[config.mk]
export PLATFORM = sky130hd
export DESIGN_NAME = apb2_master
export DESIGN_NICKNAME = d
export VERILOG_FILES = /design/src/rtl/apb2_master.sv
export SDC_FILE = /design/constraint.sdc
export NUM_CORES = 1
export LEC_CHECK = 0
export BUFFER_PORTS_ARGS = -buffer_cell sky130_fd_sc_hd__buf_2
export CAP_MARGIN = 20
export CORE_ASPECT_RATIO = 1.75
export CORE_UTILIZATION = 45
export CTS_BUF_LIST = sky130_fd_sc_hd__clkbuf_4
export DETAILED_ROUTE_END_ITERATION = 10
export GPL_TIMING_DRIVEN = 1
export PLACE_DENSITY = 0.78
export SLEW_MARGIN = 20
export SYNTH_ARGS = -nofsm -noshare
export SYNTH_HDL_FRONTEND = slang
export SYNTH_SLANG_ARGS = --single-unit
[constraint.sdc]
create_clock -name PCLK -period 2.51 [get_ports PCLK]
set_clock_uncertainty 0.2 [all_clocks]
set_input_delay 0.251 -clock PCLK [delete_from_list [all_inputs] [get_ports PCLK]]
set_output_delay 0.251 -clock PCLK [all_outputs]
set_load 0.02 [all_outputs]
[src/rtl/apb2_master.sv]
// APB2 initiator: turns command/write-data handshakes into APB2 bursts with an
// auto-incrementing address, and holds read data for upstream until accepted.
module apb2_master #(
    parameter int ADDR_BITS = 12,
    parameter int DATA_BITS = 8,
    parameter int LEN_BITS  = 4
) (
    input  logic                 PCLK,
    input  logic                 PRESETn,
    input  logic                 cmd_valid,
    output logic                 cmd_ready,
    input  logic                 cmd_write,
    input  logic [ADDR_BITS-1:0] cmd_addr,
    input  logic [LEN_BITS-1:0]  cmd_len,
    input  logic                 wdata_valid,
    output logic                 wdata_ready,
    input  logic [DATA_BITS-1:0] wdata,
    output logic                 rdata_valid,
    input  logic                 rdata_ready,
    output logic [DATA_BITS-1:0] rdata,
    output logic                 done,
    output logic                 PSEL,
    output logic                 PENABLE,
    output logic                 PWRITE,
    output logic [ADDR_BITS-1:0] PADDR,
    output logic [DATA_BITS-1:0] PWDATA,
    input  logic [DATA_BITS-1:0] PRDATA
);

    typedef enum logic [1:0] {
        S_IDLE   = 2'd0,
        S_PREP   = 2'd1,
        S_SETUP  = 2'd2,
        S_ACCESS = 2'd3
    } state_t;

    state_t               r_state;
    state_t               w_state_next;
    logic                 r_pwrite;
    logic [ADDR_BITS-1:0] r_paddr;
    logic [DATA_BITS-1:0] r_pwdata;
    logic [LEN_BITS-1:0]  r_cnt;
    logic [DATA_BITS-1:0] r_rdata;
    logic                 r_rdata_valid;
    logic                 r_done;

    logic w_cmd_fire;
    logic w_wdata_fire;
    logic w_capture;
    logic w_last;
    logic w_rd_blocked;

    assign w_cmd_fire   = cmd_valid && cmd_ready;
    assign w_wdata_fire = wdata_valid && wdata_ready;
    assign w_capture    = (r_state == S_ACCESS) && !r_pwrite;
    assign w_last       = (r_cnt == '0);
    // A read beat may not start while unaccepted read data would be overwritten.
    assign w_rd_blocked = r_rdata_valid && !rdata_ready;

    always_ff @(posedge PCLK or negedge PRESETn) begin
        if (!PRESETn) r_state <= S_IDLE;
        else          r_state <= w_state_next;
    end

    always_comb begin
        w_state_next = r_state;
        case (r_state)
            S_IDLE:   if (cmd_valid) w_state_next = S_PREP;
            S_PREP: begin
                if (r_pwrite) begin
                    if (wdata_valid) w_state_next = S_SETUP;
                end else if (!w_rd_blocked) begin
                    w_state_next = S_SETUP;
                end
            end
            S_SETUP:  w_state_next = S_ACCESS;
            S_ACCESS: w_state_next = w_last ? S_IDLE : S_PREP;
            default:  w_state_next = S_IDLE;
        endcase
    end

    always_comb begin
        cmd_ready   = (r_state == S_IDLE);
        wdata_ready = (r_state == S_PREP) && r_pwrite;
        PSEL        = (r_state == S_SETUP) || (r_state == S_ACCESS);
        PENABLE     = (r_state == S_ACCESS);
    end

    always_ff @(posedge PCLK or negedge PRESETn) begin
        if (!PRESETn) begin
            r_pwrite      <= 1'b0;
            r_paddr       <= '0;
            r_pwdata      <= '0;
            r_cnt         <= '0;
            r_rdata       <= '0;
            r_rdata_valid <= 1'b0;
            r_done        <= 1'b0;
        end else begin
            r_done <= (r_state == S_ACCESS) && w_last;
            if (w_cmd_fire) begin
                r_pwrite <= cmd_write;
                r_paddr  <= cmd_addr;
                r_cnt    <= cmd_len;
            end
            if (w_wdata_fire) r_pwdata <= wdata;
            if ((r_state == S_ACCESS) && !w_last) begin
                r_cnt   <= r_cnt - LEN_BITS'(1);
                r_paddr <= r_paddr + ADDR_BITS'(1);
            end
            // A fresh capture takes priority over an accept in the same cycle.
            if (w_capture) begin
                r_rdata       <= PRDATA;
                r_rdata_valid <= 1'b1;
            end else if (r_rdata_valid && rdata_ready) begin
                r_rdata_valid <= 1'b0;
            end
        end
    end

    assign PWRITE      = r_pwrite;
    assign PADDR       = r_paddr;
    assign PWDATA      = r_pwdata;
    assign rdata       = r_rdata;
    assign rdata_valid = r_rdata_valid;
    assign done        = r_done;

endmodule

==> results.md <==
* Largest net degree at the start of global routing at 38
* Post-route design area at 0.00270 mm^2
* Layout cell share with drive strength beyond 1 at 0.378
* Final Critical Period at 2.09 ns
* Die area at 0.00446 mm^2
* Maximum VDD drop at about 0.87 mV
* P_leak at 0.00125 uW
* Layout Cells excl Fill at between 300 and 400
* Int Pwr at 1740 uW
* Post-CTS Hold Buffers at 33
* Initial drt markers at 48
* Crit Path Max Fanout at 8
* Placed cells at 295
* Clock transition at path regs at between 0.1 and 0.15 ns
* Setup bufs post-CTS at 0
* FILL cells at 332
* Clock power frac at 0.102
* Most frequent cells in the layout: buf_2 (72), dfrtp_1 (37), dlygate4sd3_1 (33), nand2_1 (19), mux2_2 (16)
* Post-CTS sizing at 0
* Routed wire length at 5100 um
* RSZ-0062 raised after global routing: no
* Antenna cells at 0
* Final hold violations at 0
* P_sw at 1510 uW
* Min-delay worst type: in2reg
* Initial antenna violation count at 0
* Commonest non-fill, non-tap cell in the layout: buf_2
* Syn Area/Cell at around 11 um^2
* Gr ovfl total at 0
* Area grow syn2layout at 42.9%
* Port-buffer cells at 72
* Routed len/inst at between 15 and 20 um
* Max cap viols at 0
* Global-route wire length before repair at just over 8000 um
* Tightest Pin Transition at 0.842 ns
* Post-DR vias/cell at 5.42
* Sequential Power Share at 0.349
* Startpoint types: flip-flop
* TNS Setup at 0 ns
* TritonCTS clock tree: built
* Max-slew headroom at 0.438
* Placed Area at 0.00231 mm^2
* I/O pin count at 73
* Post-synth EDFFs at 0
* Post-synth ARST share at 1.00
* Unique cell type count in the Yosys netlist at 43
* Post-synthesis cell area at 0.00189 mm^2
* Cells after Synth at 176
* Seq/Total Area, Yosys at 0.491
* Status: finished clean
* First drt pass iteration count at 4
* Pre-CTS setup slack at between 0.4 and 0.5 ns
* Max Clock Freq at 0.478 GHz
* Final worst slack at 0.416 ns
* Gr usage total at 0.251
* Longest Clk Path Bufs at 2
* Crit-path slowest cell: o21ai_1
* Core box area at 0.00394 mm^2
* Die width at 50.9 um
* Fin. max-slew vios at 0
* Clk Latency, worst-skew pair at 0.36 ns
* WP data required at 2.58 ns
* Critical path capture point type: flip-flop
* Mapped Nets at 221
* Clock root buffer: clkbuf_4
* HPWL Detailed at 3360 um
* Synth Warn # at 0
* Comb pwr share at 0.549
* Vias in the first global route at about 1.8k
* Remaining antenna violation count at 0
* Critical path class: reg2reg
* Power per Cell Area at 1210 mW/mm^2
* DRC at 0
* Dominant synthesized flop cell: dfrtp_1
* Flops & latches, synth at 37
* CTS Buf Count at 5
* Htree depth at 2
* Core Rows at 30
* Arr. time, crit path at 2.17 ns
* Initial cell density of the core at 0.478
* Die height at 87.6 um
* Vias at 1820
* Global placer's final weighted congestion at 0.793
* Final setup fails at 0
* Critical-path cell list: inv_1 -> ha_1 -> nor3b_2 -> o21ai_1 -> nor2_1 -> a211oi_1
* Sw frac at 0.465
* Post-layout nets at 332
* Critical path's largest stage delay at 0.55 ns
* Total power at 3250 uW
* Clock Sinks at 37
* Final worst path period share at 0.834
-- cells in the mapped netlist (2+ instances only) --
library cell / instances / area, um^2
dfrtp_1: 37 / 926
nand2_1: 19 / 71.3
mux2_2: 16 / 180
nand3_1: 11 / 55.1
a21oi_1: 10 / 50.1
ha_1: 7 / 87.6
o221a_1: 7 / 78.8
inv_1: 6 / 22.5
nor2_1: 6 / 22.5
nor3_1: 6 / 30.0
o21ai_0: 5 / 25.0
and3_1: 4 / 25.0
a211oi_1: 3 / 22.5
buf_2: 3 / 15.0
a31oi_1: 2 / 12.5
and2_1: 2 / 12.5
and4_1: 2 / 17.5
nand4_1: 2 / 12.5
nor2_2: 2 / 12.5
o211ai_1: 2 / 15.0
o21ai_1: 2 / 10.0
-- per-stage QoR --
| step | utilization | hold slack (ns) |
|---|---|---|
| 2_1_floorplan | - | -0.245 |
| 3_3_place_gp | 0.585 | 0.194 |
| 3_5_place_dp | 0.585 | 0.195 |
| 4_1_cts | 0.684 | 0.0287 |
| 5_1_grt | 0.684 | 0.0385 |
| 6_report | 0.684 | 0.0301 |
-- power groups by stage --
stage | logic (uW) | clock network, uW | registers, uW
6_report | 1790 | 332 | 1130
3_5_place_dp | 1730 | 0 | 1130
3_3_place_gp | 1690 | 0 | 1120
2_1_floorplan | 946 | 0 | 1380
5_1_grt | 1950 | 365 | 1170
4_1_cts | 1780 | 343 | 1120
-- metal layers --
metal | global-route usage | up-vias | share of wire | wire (um)
li1 | - | 878 | - | -
met1 | 0.267 | 857 | 0.37 | 1900
met2 | 0.447 | 71 | 0.55 | 2810
met3 | 0.0399 | 14 | 0.038 | 193
met4 | 0.159 | 0 | 0.039 | 197
met5 | 0 | - | 0 | 0
-- sequential cells by signal, indices dropped and copies added, names as in the netlist --
signal and flops:
PADDR 12, PWDATA 8, rdata 8, r_cnt 4
r_state 2, PWRITE 1, done 1, rdata_valid 1
-- final timing paths --
kind,start,endpoint,slack (ns),depth (start not counted)
worst min-delay path,cmd_addr[11],PADDR[11],0.03,4
worst max-delay path,r_cnt[0],PADDR[9],0.42,6
min in group asynchronous,PRESETn,PWDATA[6],0.33,2
worst max register to register,r_cnt[0],PADDR[9],0.42,6
max in group asynchronous,PRESETn,r_cnt[1],1.26,2
worst min register to register,r_cnt[0],r_cnt[0],0.32,1
-- layout make-up --
| cell class | instances | area (um^2) | share of cell area |
|---|---|---|---|
| clock buffer | 5 | 37.5 | 0.0139 |
| clock inverter | 3 | 21.3 | 0.00789 |
| inverter | 7 | 26.3 | 0.00975 |
| multi-input combinational | 128 | 911 | 0.338 |
| sequential | 37 | 926 | 0.344 |
| tap | 48 | 60.1 | 0.0223 |
| timing repair buffer | 108 | 713 | 0.265 |
-- worst max-delay path, delay by kind of cell (launching register included) --
kind / cells / cell delay, ns
AO/OA/AOI/OAI: 2 / 0.81
flip-flops: 1 / 0.41
AND/OR/NAND/NOR: 2 / 0.30
adder cells (fa/ha/maj): 1 / 0.24
buffers and inverters: 1 / 0.06
-- cell families (layout without fill, tap and decap cells) --
| group | count (synthesis) | after routing | synth area share |
|---|---|---|---|
| multiplexers | 17 | 17 | 0.101 |
| AND/OR/NAND/NOR | 65 | 65 | 0.182 |
| flip-flops | 37 | 37 | 0.491 |
| buffers and inverters | 11 | 123 | 0.0259 |
| AO/OA/AOI/OAI | 39 | 39 | 0.153 |
| adder cells (fa/ha/maj) | 7 | 7 | 0.0464 |
No activity file was read; power rests on OpenSTA's default activity.
